--- src/rtl/motion_pkg.sv ---
// motion_pkg: mode codes, FSM states and helpers shared by the
// motion sequencer and the code converter.
package motion_pkg;

   localparam logic [2:0] M_STOP = 3'd0;
   localparam logic [2:0] M_R_1X = 3'd1;
   localparam logic [2:0] M_R_2X = 3'd2;
   localparam logic [2:0] M_L_1X = 3'd3;
   localparam logic [2:0] M_L_2X = 3'd4;
   localparam logic [2:0] M_FWD  = 3'd5;
   localparam logic [2:0] M_REV  = 3'd6;

   typedef enum logic [1:0] {
      S_IDLE,
      S_LOAD,
      S_RUN,
      S_GAP
   } state_e;

   // mode -> {lf, lr, rf, rr}
   function automatic logic [3:0] mode_wheels(input logic [2:0] m);
      logic [3:0] w;
      w = 4'b0000;
      case (m)
         M_R_1X:  w = 4'b1000;
         M_R_2X:  w = 4'b1001;
         M_L_1X:  w = 4'b0010;
         M_L_2X:  w = 4'b0110;
         M_FWD:   w = 4'b1010;
         M_REV:   w = 4'b0101;
         default: w = 4'b0000;
      endcase
      return w;
   endfunction

   // tick divisor: 5 for fast simulation, 5 Hz at 100 MHz otherwise
   function automatic int unsigned tick_div(input bit sim);
      return sim ? 32'd5 : 32'd19_999_999;
   endfunction

endpackage

--- src/rtl/motion_sequencer_if.sv ---
// motion_sequencer_if: command push handshake (valid/ready + payload).
// master = host side, slave = sequencer side.
interface motion_sequencer_if #(
   parameter int DUR_W = 8
) ();
   logic             cmd_valid;
   logic             cmd_ready;
   logic [2:0]       cmd_mode;
   logic [DUR_W-1:0] cmd_dur;

   modport master (
      output cmd_valid, cmd_mode, cmd_dur,
      input  cmd_ready
   );

   modport slave (
      input  cmd_valid, cmd_mode, cmd_dur,
      output cmd_ready
   );
endinterface

--- src/rtl/cmd_fifo.sv ---
// cmd_fifo: synchronous show-ahead FIFO with push/pop/flush and count.
// Ports: clk, reset, push_i, pop_i, flush_i, wdata_i -> rdata_o, count_o.
module cmd_fifo #(
   parameter int W     = 11,
   parameter int DEPTH = 8
) (
   input  logic                       clk,
   input  logic                       reset,
   input  logic                       push_i,
   input  logic                       pop_i,
   input  logic                       flush_i,
   input  logic [W-1:0]               wdata_i,
   output logic [W-1:0]               rdata_o,
   output logic [$clog2(DEPTH):0]     count_o
);
   localparam int AW = $clog2(DEPTH);
   localparam logic [AW:0] FULL = (AW+1)'(DEPTH);

   logic [W-1:0]  mem_q [DEPTH];
   logic [AW-1:0] wr_q;
   logic [AW-1:0] rd_q;
   logic [AW:0]   cnt_q;
   logic          do_push;
   logic          do_pop;

   assign do_push = push_i && !flush_i && (cnt_q != FULL);
   assign do_pop  = pop_i && !flush_i && (cnt_q != '0);

   always_ff @(posedge clk or posedge reset) begin
      if (reset) begin
         wr_q  <= '0;
         rd_q  <= '0;
         cnt_q <= '0;
      end else if (flush_i) begin
         wr_q  <= '0;
         rd_q  <= '0;
         cnt_q <= '0;
      end else begin
         if (do_push) wr_q <= wr_q + AW'(1);
         if (do_pop)  rd_q <= rd_q + AW'(1);
         cnt_q <= cnt_q + (AW+1)'(do_push) - (AW+1)'(do_pop);
      end
   end

   always_ff @(posedge clk) begin
      if (do_push) mem_q[wr_q] <= wdata_i;
   end

   assign rdata_o = mem_q[rd_q];
   assign count_o = cnt_q;

endmodule

--- src/rtl/motion_sequencer.sv ---
// motion_sequencer: plays queued {mode, duration} commands into the wheel
// drive outputs. Ports: clk, reset, cmd (slave handshake), start, abort,
// manual_en, man_wheels -> wheels, busy, done, cur_mode, fifo_count.
module motion_sequencer #(
   parameter int SIMULATE   = 0,
   parameter int FIFO_DEPTH = 8,
   parameter int DUR_W      = 8,
   parameter int GAP_TICKS  = 1
) (
   input  logic                          clk,
   input  logic                          reset,
   motion_sequencer_if.slave             cmd,
   input  logic                          start,
   input  logic                          abort,
   input  logic                          manual_en,
   input  logic [3:0]                    man_wheels,
   output logic                          left_fwd,
   output logic                          left_rev,
   output logic                          right_fwd,
   output logic                          right_rev,
   output logic                          busy,
   output logic                          done,
   output logic [2:0]                    cur_mode,
   output logic [$clog2(FIFO_DEPTH):0]   fifo_count
);
   import motion_pkg::*;

   localparam int CW  = $clog2(FIFO_DEPTH);
   localparam int DIV = int'(tick_div(SIMULATE != 0));
   localparam int DW  = $clog2(DIV + 1);
   localparam int GW  = $clog2(GAP_TICKS + 2);
   localparam logic [DW-1:0] DIV_L = DW'(DIV);
   localparam logic [GW-1:0] GAP_L = GW'(GAP_TICKS);
   localparam logic [CW:0]   FULL  = (CW+1)'(FIFO_DEPTH);

   state_e           state_q, state_d;
   logic [2:0]       mode_q, mode_d;
   logic [DUR_W-1:0] rem_q, rem_d;
   logic [GW-1:0]    gap_q, gap_d;
   logic [DW-1:0]    div_q, div_d;
   logic [3:0]       wheels_q, wheels_d;

   logic             push, pop, tick, fin, avail;
   logic [CW:0]      cnt, occ;
   logic [2:0]       head_mode;
   logic [DUR_W-1:0] head_dur;

   assign cmd.cmd_ready = !reset && (cnt != FULL) && !abort;
   assign push = cmd.cmd_valid && cmd.cmd_ready;
   assign pop  = (state_q == S_LOAD) && !manual_en && !abort;

   // occupancy after this cycle's push/pop decides LOAD vs IDLE
   assign occ   = cnt + (CW+1)'(push) - (CW+1)'(pop);
   assign avail = (occ != '0);

   assign tick = (state_q == S_RUN || state_q == S_GAP) && (div_q == DIV_L);

   cmd_fifo #(
      .W     (3 + DUR_W),
      .DEPTH (FIFO_DEPTH)
   ) u_fifo (
      .clk     (clk),
      .reset   (reset),
      .push_i  (push),
      .pop_i   (pop),
      .flush_i (abort),
      .wdata_i ({cmd.cmd_mode, cmd.cmd_dur}),
      .rdata_o ({head_mode, head_dur}),
      .count_o (cnt)
   );

   always_comb begin
      state_d = state_q;
      mode_d  = mode_q;
      rem_d   = rem_q;
      gap_d   = gap_q;
      fin     = 1'b0;
      if (abort) begin
         state_d = S_IDLE;
         mode_d  = M_STOP;
      end else if (!manual_en) begin
         unique case (state_q)
            S_IDLE: begin
               if (start && avail) state_d = S_LOAD;
            end
            S_LOAD: begin
               mode_d = head_mode;
               rem_d  = head_dur;
               if (head_dur != '0) begin
                  state_d = S_RUN;
               end else if (avail) begin
                  state_d = S_LOAD;
               end else begin
                  state_d = S_IDLE;
                  fin     = 1'b1;
               end
            end
            S_RUN: begin
               if (tick) begin
                  if (rem_q == DUR_W'(1)) begin
                     if (GAP_TICKS > 0) begin
                        state_d = S_GAP;
                        gap_d   = GAP_L;
                     end else if (avail) begin
                        state_d = S_LOAD;
                     end else begin
                        state_d = S_IDLE;
                        fin     = 1'b1;
                     end
                  end else if (rem_q != '0) begin
                     rem_d = rem_q - DUR_W'(1);
                  end
               end
            end
            S_GAP: begin
               if (tick) begin
                  if (gap_q <= GW'(1)) begin
                     if (avail) begin
                        state_d = S_LOAD;
                     end else begin
                        state_d = S_IDLE;
                        fin     = 1'b1;
                     end
                  end else begin
                     gap_d = gap_q - GW'(1);
                  end
               end
            end
            default: state_d = S_IDLE;
         endcase
      end
   end

   // divider restarts on every state change so RUN/GAP are whole ticks
   always_comb begin
      div_d = div_q;
      if (abort) begin
         div_d = '0;
      end else if (!manual_en) begin
         if (state_d != state_q) begin
            div_d = '0;
         end else if (state_q == S_RUN || state_q == S_GAP) begin
            div_d = tick ? '0 : div_q + DW'(1);
         end else begin
            div_d = '0;
         end
      end
   end

   always_comb begin
      wheels_d = 4'b0000;
      if (abort) begin
         wheels_d = 4'b0000;
      end else if (manual_en) begin
         wheels_d = man_wheels;
      end else if (state_q == S_RUN) begin
         wheels_d = mode_wheels(mode_q);
      end
   end

   always_ff @(posedge clk or posedge reset) begin
      if (reset) begin
         state_q  <= S_IDLE;
         mode_q   <= M_STOP;
         rem_q    <= '0;
         gap_q    <= '0;
         div_q    <= '0;
         wheels_q <= 4'b0000;
      end else begin
         state_q  <= state_d;
         mode_q   <= mode_d;
         rem_q    <= rem_d;
         gap_q    <= gap_d;
         div_q    <= div_d;
         wheels_q <= wheels_d;
      end
   end

   assign {left_fwd, left_rev, right_fwd, right_rev} = wheels_q;
   assign busy       = (state_q != S_IDLE);
   assign done       = fin;
   assign cur_mode   = (state_q == S_RUN) ? mode_q : M_STOP;
   assign fifo_count = cnt;

endmodule

--- src/flat_wrapper.sv ---
// flat-port wrapper written by rule: the top's interface ports become plain ports
module motion_sequencer_flat import motion_pkg::*;
#(
   parameter int SIMULATE   = 0,
   parameter int FIFO_DEPTH = 8,
   parameter int DUR_W      = 8,
   parameter int GAP_TICKS  = 1
)
  (clk, reset, start, abort, manual_en, man_wheels, left_fwd, left_rev, right_fwd, right_rev, busy, done, cur_mode, fifo_count, cmd_cmd_valid, cmd_cmd_mode, cmd_cmd_dur, cmd_cmd_ready);
  motion_sequencer_if #(.DUR_W(DUR_W)) cmd_i ();
  input  logic clk;
  input  logic reset;
  input  logic start;
  input  logic abort;
  input  logic manual_en;
  input  logic [3:0] man_wheels;
  output logic left_fwd;
  output logic left_rev;
  output logic right_fwd;
  output logic right_rev;
  output logic busy;
  output logic done;
  output logic [2:0] cur_mode;
  output logic [$clog2(FIFO_DEPTH):0] fifo_count;
  input wire logic [$bits(cmd_i.cmd_valid)-1:0] cmd_cmd_valid;
  input wire logic [$bits(cmd_i.cmd_mode)-1:0] cmd_cmd_mode;
  input wire logic [$bits(cmd_i.cmd_dur)-1:0] cmd_cmd_dur;
  output wire logic [$bits(cmd_i.cmd_ready)-1:0] cmd_cmd_ready;
  assign cmd_i.cmd_valid = cmd_cmd_valid;
  assign cmd_i.cmd_mode = cmd_cmd_mode;
  assign cmd_i.cmd_dur = cmd_cmd_dur;
  assign cmd_cmd_ready = cmd_i.cmd_ready;
  motion_sequencer #(.SIMULATE(SIMULATE), .FIFO_DEPTH(FIFO_DEPTH), .DUR_W(DUR_W), .GAP_TICKS(GAP_TICKS)) u_core (.clk(clk), .reset(reset), .cmd(cmd_i), .start(start), .abort(abort), .manual_en(manual_en), .man_wheels(man_wheels), .left_fwd(left_fwd), .left_rev(left_rev), .right_fwd(right_fwd), .right_rev(right_rev), .busy(busy), .done(done), .cur_mode(cur_mode), .fifo_count(fifo_count));
endmodule
--- config.mk ---
export PLATFORM = sky130hd
export DESIGN_NAME = motion_sequencer_flat
export DESIGN_NICKNAME = d
export VERILOG_FILES = /design/src/rtl/motion_pkg.sv /design/src/rtl/motion_sequencer_if.sv /design/src/rtl/cmd_fifo.sv /design/src/rtl/motion_sequencer.sv /design/src/flat_wrapper.sv
export SDC_FILE = /design/constraint.sdc
export NUM_CORES = 1
export LEC_CHECK = 0
export CELL_PAD_IN_SITES_DETAIL_PLACEMENT = 0
export CELL_PAD_IN_SITES_GLOBAL_PLACEMENT = 1
export CORE_ASPECT_RATIO = 1.5
export CORE_MARGIN = 10
export CORE_UTILIZATION = 45
export CTS_CLUSTER_DIAMETER = 50
export CTS_CLUSTER_SIZE = 25
export DETAILED_ROUTE_END_ITERATION = 10
export GPL_ROUTABILITY_DRIVEN = 0
export PLACE_DENSITY_LB_ADDON = 0.08
export SLEW_MARGIN = 20
export SYNTH_ARGS = -nofsm -noshare
export SYNTH_HDL_FRONTEND = slang
export SYNTH_SLANG_ARGS = --single-unit
--- constraint.sdc ---
create_clock -name clk -period 3.1 [get_ports clk]
set_input_delay 0.31 -clock clk [delete_from_list [all_inputs] [get_ports clk]]
set_output_delay 0.31 -clock clk [all_outputs]
set_load 0.01 [all_outputs]
# Word level (Yosys, flattened, before mapping)
# Memories as Yosys holds them, arrays and structs flattened.
# Index checks and enable logic that the tools add are counted.
# Widths: inputs -> output; s select.
[word_totals]
register_bits = 54
latchBits = 0
mem_bits_rw = 88
rom_bits = 0
in_bits = 21
output_inout_bits = 14
wordCells = 117
mem_count = 1
[classes]
add_sub_neg = 9
n_mul = 0
n_div = 0
order_cmp = 1
n_eq_ne = 20
shift = 0
mux = 46
bitwise = 2
reduce_logical = 29
[memory_table]
columns = ["memory", "depth", "width", "rd", "rd_ports_with_merged_regs", "wr", "line_no", "source"]
rows = [
  ["u_core.u_fifo.mem_q", 8, 11, 1, 0, 1, "cmd_fifo.sv:19", "logic [W-1:0] mem_q [DEPTH];"],
]
[ops]
columns = ["op", "n"]
rows = [
  ["$mux 25", 5],
  ["$add 25x1->25 const B", 1],
  ["$eq 25x25->1 const B", 1],
  ["$mux 2", 12],
  ["$mux 3", 8],
  ["$mux 8", 3],
  ["$pmux 4 s6", 1],
  ["$mux 4", 4],
  ["$pmux 8 s2", 1],
  ["$reduce_bool 8->1", 2],
  ["$reduce_bool 2->1", 6],
  ["$logic_and 1x1->1", 11],
  ["$ne 2x2->1 const B", 5],
  ["$eq 3x3->1 const B", 3],
  ["$mux 1", 9],
  ["$add 4x1->4", 2],
  ["$eq 8x1->1 const B", 1],
  ["$pmux 2 s4", 1],
  ["$reduce_bool 4->1", 2],
  ["$sub 4x1->4", 2],
  ["$sub 8x1->8 const B", 1],
  ["$reduce_and 7->1", 1],
  ["$add 3x1->3 const B", 2],
  ["$eq 3x2->1 const B", 2],
  ["other kinds (16)", 21],
]

# Depth between registers and ports, before layout
[logic_depth]
ltp_word = 17
depth_mapped = 15
mapped_depth_nobuf = 15

# Cells and area by module
# A second synthesis with hierarchy kept.
[hier_totals]
hier_cells = 546
hier_area_um2 = 6976.7
[modules_own_cells]
columns = ["module", "n_inst", "cells_per_inst", "area_per_inst_um2", "seq_area_each_um2"]
rows = [
  ["cmd_fifo", 1, 204, 4065.1, 2892.8],
  ["motion_sequencer", 1, 342, 2911.5, 1101.1],
]

# Least setup slack after synthesis
# Ideal clock, no wire load.
[synth_timing]
path_kind = "reg2reg"
from = "register u_core.u_fifo.cnt_q[2] (netlist: u_core.u_fifo.count_o[2])"
to = "register u_core.state_q[0]"
setup_ps = 126
arrival_time_ps = 3517
required_time_ps = 2974
slack_ps = -543
path_stages_with_launch = 16
path_buffers = 0
synth_period_minus_slack_ps = 3643
path_cell_list = "dfrtp_1 > inv_1 > ha_1 > a211oi_1 > nand2_1 > ha_1 > inv_1 > ha_1 > inv_1 > fa_1 > xnor2_1 > nor4bb_1 > mux2i_1 > nor3_1 > o21ai_0 > a221o_1"
[synth_via]
elab_chain_len = 13
word_cells_on_any_way = 16
cone_classes = "2 x add/sub; 1 x eq/ne; 8 x mux; 5 x reduce/logical"
[synth_rtl]
columns = ["element", "line_no", "source"]
rows = [
  ["from (decl)", "cmd_fifo.sv:22", "logic [AW:0] cnt_q;"],
  ["from (signal assigned)", "cmd_fifo.sv:41", "cnt_q <= cnt_q + (AW+1)'(do_push) - (AW+1)'(do_pop);"],
  ["$ne 4x4->1 *", "motion_sequencer.sv:48", "assign cmd.cmd_ready = !reset && (cnt != FULL) && !abort;"],
  ["$logic_and 1x1->1 * (2 in a row)", "motion_sequencer.sv:48", ""],
  ["named net cmd_cmd_ready", "flat_wrapper.sv:28", "output wire logic [$bits(cmd_i.cmd_ready)-1:0] cmd_cmd_ready;"],
  ["$logic_and 1x1->1 *", "motion_sequencer.sv:49", "assign push = cmd.cmd_valid && cmd.cmd_ready;"],
  ["$add 4x1->4 *", "motion_sequencer.sv:53", "assign occ = cnt + (CW+1)'(push) - (CW+1)'(pop);"],
  ["$sub 4x1->4 *", "motion_sequencer.sv:53", ""],
  ["$reduce_bool 4->1 *", "motion_sequencer.sv:54", "assign avail = (occ != '0);"],
  ["$mux 1", "motion_sequencer.sv:91, motion_sequencer.sv:118", ""],
  ["$mux 2", "motion_sequencer.sv:117", "if (gap_q <= GW'(1)) begin"],
  ["$mux 2", "motion_sequencer.sv:116", "if (tick) begin"],
  ["$pmux 2 s4 *", "motion_sequencer.sv:82", "unique case (state_q)"],
  ["$mux 2 *", "motion_sequencer.sv:81", "end else if (!manual_en) begin"],
  ["$mux 2 *", "motion_sequencer.sv:78", "if (abort) begin"],
  ["named net u_core.state_d[0]", "motion_sequencer.sv:36", "state_e state_q, state_d;"],
  ["to (signal assigned)", "motion_sequencer.sv:170", "state_q <= state_d;"],
  ["to (decl)", "motion_sequencer.sv:36", ""],
]
# The timed path passes the listed nets; every way through them passes the cells marked *.
# A chain may end at the register's enable or synchronous reset.

# Worst setup path after layout
[layout_timing]
from = "register u_core.u_fifo.cnt_q[2] (netlist: u_core.u_fifo.count_o[2])"
to = "output done"
[layout_via]
elab_chain_len = 13
word_cells_on_any_way = 14
cone_classes = "2 x add/sub; 1 x eq/ne; 7 x mux; 4 x reduce/logical"
[layout_rtl]
columns = ["element", "line_no", "source"]
rows = [
  ["$ne 4x4->1", "motion_sequencer.sv:48", ""],
  ["$logic_and 1x1->1 (2 in a row)", "motion_sequencer.sv:48", ""],
  ["$logic_and 1x1->1", "motion_sequencer.sv:49", ""],
  ["$add 4x1->4 *", "motion_sequencer.sv:53", ""],
  ["$sub 4x1->4 *", "motion_sequencer.sv:53", ""],
  ["$reduce_bool 4->1 *", "motion_sequencer.sv:54", ""],
  ["$mux 1 *", "motion_sequencer.sv:91, motion_sequencer.sv:118", ""],
  ["$mux 1", "motion_sequencer.sv:117", ""],
  ["$mux 1", "motion_sequencer.sv:116", ""],
  ["$pmux 1 s2 *", "motion_sequencer.sv:82", ""],
  ["$mux 1 *", "motion_sequencer.sv:81", ""],
  ["$mux 1 *", "motion_sequencer.sv:78", ""],
  ["to (decl)", "flat_wrapper.sv:22", "output logic done;"],
]
# Mark *: on every way between the ends. The rest lies on a longest branch, timed or not.

==> impl_metrics.tcl <==
set metrics [dict create \
    synth_top_area_share_pct 40.1 \
    ys_async_sr_fraction_pct 38.0 \
    yosysTopAreaCell "edfxtp_1" \
    critPathKind "reg -> out" \
    antenna_found_initial 0 \
    wire_per_inst_um 17.8 \
    io_buffers 34 \
    hold_path.class "in -> async" \
    leakage_uw 0.00301 \
    slowest_delay_ps 370 \
    grt_max_degree 33 \
    setup_viol 2 \
    synth_most_common_cell "edfxtp_1" \
    n_antenna_cell 0 \
    numCtsBuffers 17 \
    drv_slew 0 \
    grt_pass1_vias 4442 \
    ys_ff_latch 142 \
    drc 0 \
    critPathRequiredTime_ps 2790 \
    synth_area_um2 6590 \
    fmax_mhz 295 \
    ys.flop_type "edfxtp_1" \
    worst_slack_ps -287 \
    startpoint_type "flop" \
    ios 35 \
    critPathBufInv 4 \
    htreeDepth 4 \
    core_area_um2 14500 \
    cap_violations 0 \
    track_usage_pct 14.8 \
    fp.dieArea_um2 20000 \
    final_util_pct 57.1 \
    die_w_um 119 \
    synth_cells 507 \
    peakVddDrop_mv 0.586 \
    place_ws_ps -632 \
    synth_top_cells_by_area "edfxtp_1 (40%), dfrtp_1 (21%), mux4_2 (7.5%), ha_1 (2.8%), nand2_1 (2.3%)" \
    ys_seq_area_share_pct 60.6 \
    fillers 1213 \
    clk_pin_slew_worst_paths_ps 60 \
    dp_hpwl_um 9820 \
    num_vias 4294 \
    synth_edf_count 88 \
    yosys_warnings 0 \
    via_per_inst 5.37 \
    period_share_pct 109 \
    cts_sinks 142 \
    power_density_nw_per_um2 612 \
    placed_area_um2 7580 \
    grt-ovfl-total 0 \
    syn-num-nets 545 \
    clkLatencyLatePin_ps 410 \
    cp_top_family "adder cells" \
    path_depth 14 \
    fin_worst_skew_ps 6.44 \
    rows 54 \
    finalNetCount 631 \
    ant_nets 0 \
    chipHeight_um 168 \
    firstDrtPassIters 4 \
    ctsHoldBuffers 0 \
    rr_worst_depth 16 \
    cts-root-buf "clkbuf_16" \
    start_util_pct 45.6 \
    cts_tree "built" \
    clockBufferDepth 2 \
    slowest_stage "fa_2" \
    grt_pass1_wl_um 23500 \
    synth.distinct_cells 59 \
    fin_crit_ps 3390 \
    violations "negative setup slack" \
    crit_arrival_ps 3080 \
    max_slew_margin_pct 55.3 \
    timing.hold.ws_ps 354 \
    tightestPinTransition_ps 664 \
    r2r_slack_ps -50 \
    cp_common_cell "ha_4" \
    status "finished with violations" \
    dp.cells 766 \
    endpoint_kind "primary output" \
    finalInstanceArea_um2 8250 \
    worst-path-max-fanout 2 \
    wirelength_um 14300 \
    avgSynthCellArea_um2 13.0 \
    hold_viol 0 \
    netlist_top_cells_count "edfxtp_1 (88), dfrtp_1 (54), nand2_1 (41), nor2_1 (39), o21ai_1 (27)" \
    cp_cell_sequence "inv_2, ha_4, a211oi_4, nand2_2, ha_4, inv_4, ha_4, inv_2, fa_2, xnor2_4, nor4bb_4, mux2i_2, a211oi_2, buf_2" \
    layout-drive-gt1-share_pct 22.2 \
    areaGrowthSynthToFinish_pct 25.3 \
    drt-initial-drc-count 238 \
    rsz0062_at_grt "true" \
    instances_no_fill 800 \
]
[sequential cells by signal, summed over array words and instances (netlist names)]
name / flops
u_core.div_q: 25
u_core.mode_q: 3
u_core.rem_q: 8
u_core.state_q: 2
u_core.u_fifo.rd_q: 3
u_core.u_fifo.mem_q: 88
u_core.wheels_q: 4
u_core.gap_q: 2
u_core.u_fifo.wr_q: 3
u_core.u_fifo.count_o: 4
[through the flow]
step | power, µW | setup TNS (ps)
3_5_place_dp | 2980 | -1050
5_1_grt | 5280 | -636
4_1_cts | 5090 | -357
2_1_floorplan | 2670 | -100
3_3_place_gp | 2970 | -812
6_report | 5050 | -333
[logic make-up after synthesis]
kind of cell	after synthesis	share of synthesized area [%]
buf+inv	39	2.64
fa+ha+maj	17	3.46
simple gates	164	12.6
flops	142	60.6
mux	37	9.82
compound gates	96	9.29
xor+xnor	12	1.60
[power breakdown]
part           internal [µW]  switching [µW]
Combinational            413             400
Sequential              2110            86.8
Clock                   1260             778
[final timing paths]
path / startpoint / to
setup / recovery: u_core.u_fifo.count_o[2] / done
hold / removal: reset / u_core.u_fifo.count_o[0]
setup reg to reg: u_core.u_fifo.count_o[2] / u_core.state_q[0]
hold reg to reg: u_core.div_q[24] / u_core.div_q[24]
max in group asynchronous: reset / u_core.div_q[8]
min in group clk: u_core.div_q[24] / u_core.div_q[24]
[worst reg2reg max path, delay by kind of cell, from the launching register on]
family,cells,cell delay (ps)
adder cells (fa/ha/maj),4,910
AO/OA/AOI/OAI,3,590
AND/OR/NAND/NOR,3,550
flip-flops,1,360
buffers and inverters,4,310
XOR/XNOR,1,160
multiplexers,1,140
[cell usage in the layout (no fill, tap or decap), drive strengths merged, types with 3 or more instances in the layout]
cell           instances
edfxtp                88
buf                   56
dfrtp                 54
nand2                 41
nor2                  39
o21ai                 38
clkdlybuf4s50         33
mux4                  22
inv                   20
a21oi                 18
clkbuf                17
nand3                 16
ha                    15
mux2i                 14
nor3                  11
o31ai                  8
nor2b                  8
xor2                   7
nand4                  6
and3                   6
nand2b                 6
nor4                   6
and2                   5
xnor2                  5
a211oi                 5
or4                    4
clkinv                 4
a22o                   3
a21o                   3
a31oi                  3
bufinv                 3
clkinvlp               3
or2                    3
nor4bb                 3
[metal layers]
layer	share of wire, %	track usage, %	vias to the layer above	wire length, µm
met1	43	17.8	2134	6180
met3	2.7	3.38	10	388
li1	-	-	2089	-
met5	0	0	-	0
met4	1.0	4.74	0	142
met2	53	25.5	61	7560
[cell type report]
type	instances	area (µm²)	share of cell area, %
Multi-Input combinational cell	326	2560	31.0
Inverter	17	66.3	0.803
Clock buffer	17	425	5.15
Sequential cell	142	3990	48.4
Clock inverter	13	166	2.02
Timing Repair Buffer	89	798	9.67
Tap cell	196	245	2.97
[what timing repair did]
| item | CTS | global route |
|---|---|---|
| pin swaps | 7 | 5 |
| resized for setup | 11 | 2 |
| endpoints found under the setup margin | 2 | 2 |
| buffers inserted | 3 | 2 |
Power figures use the tool's default switching activity.
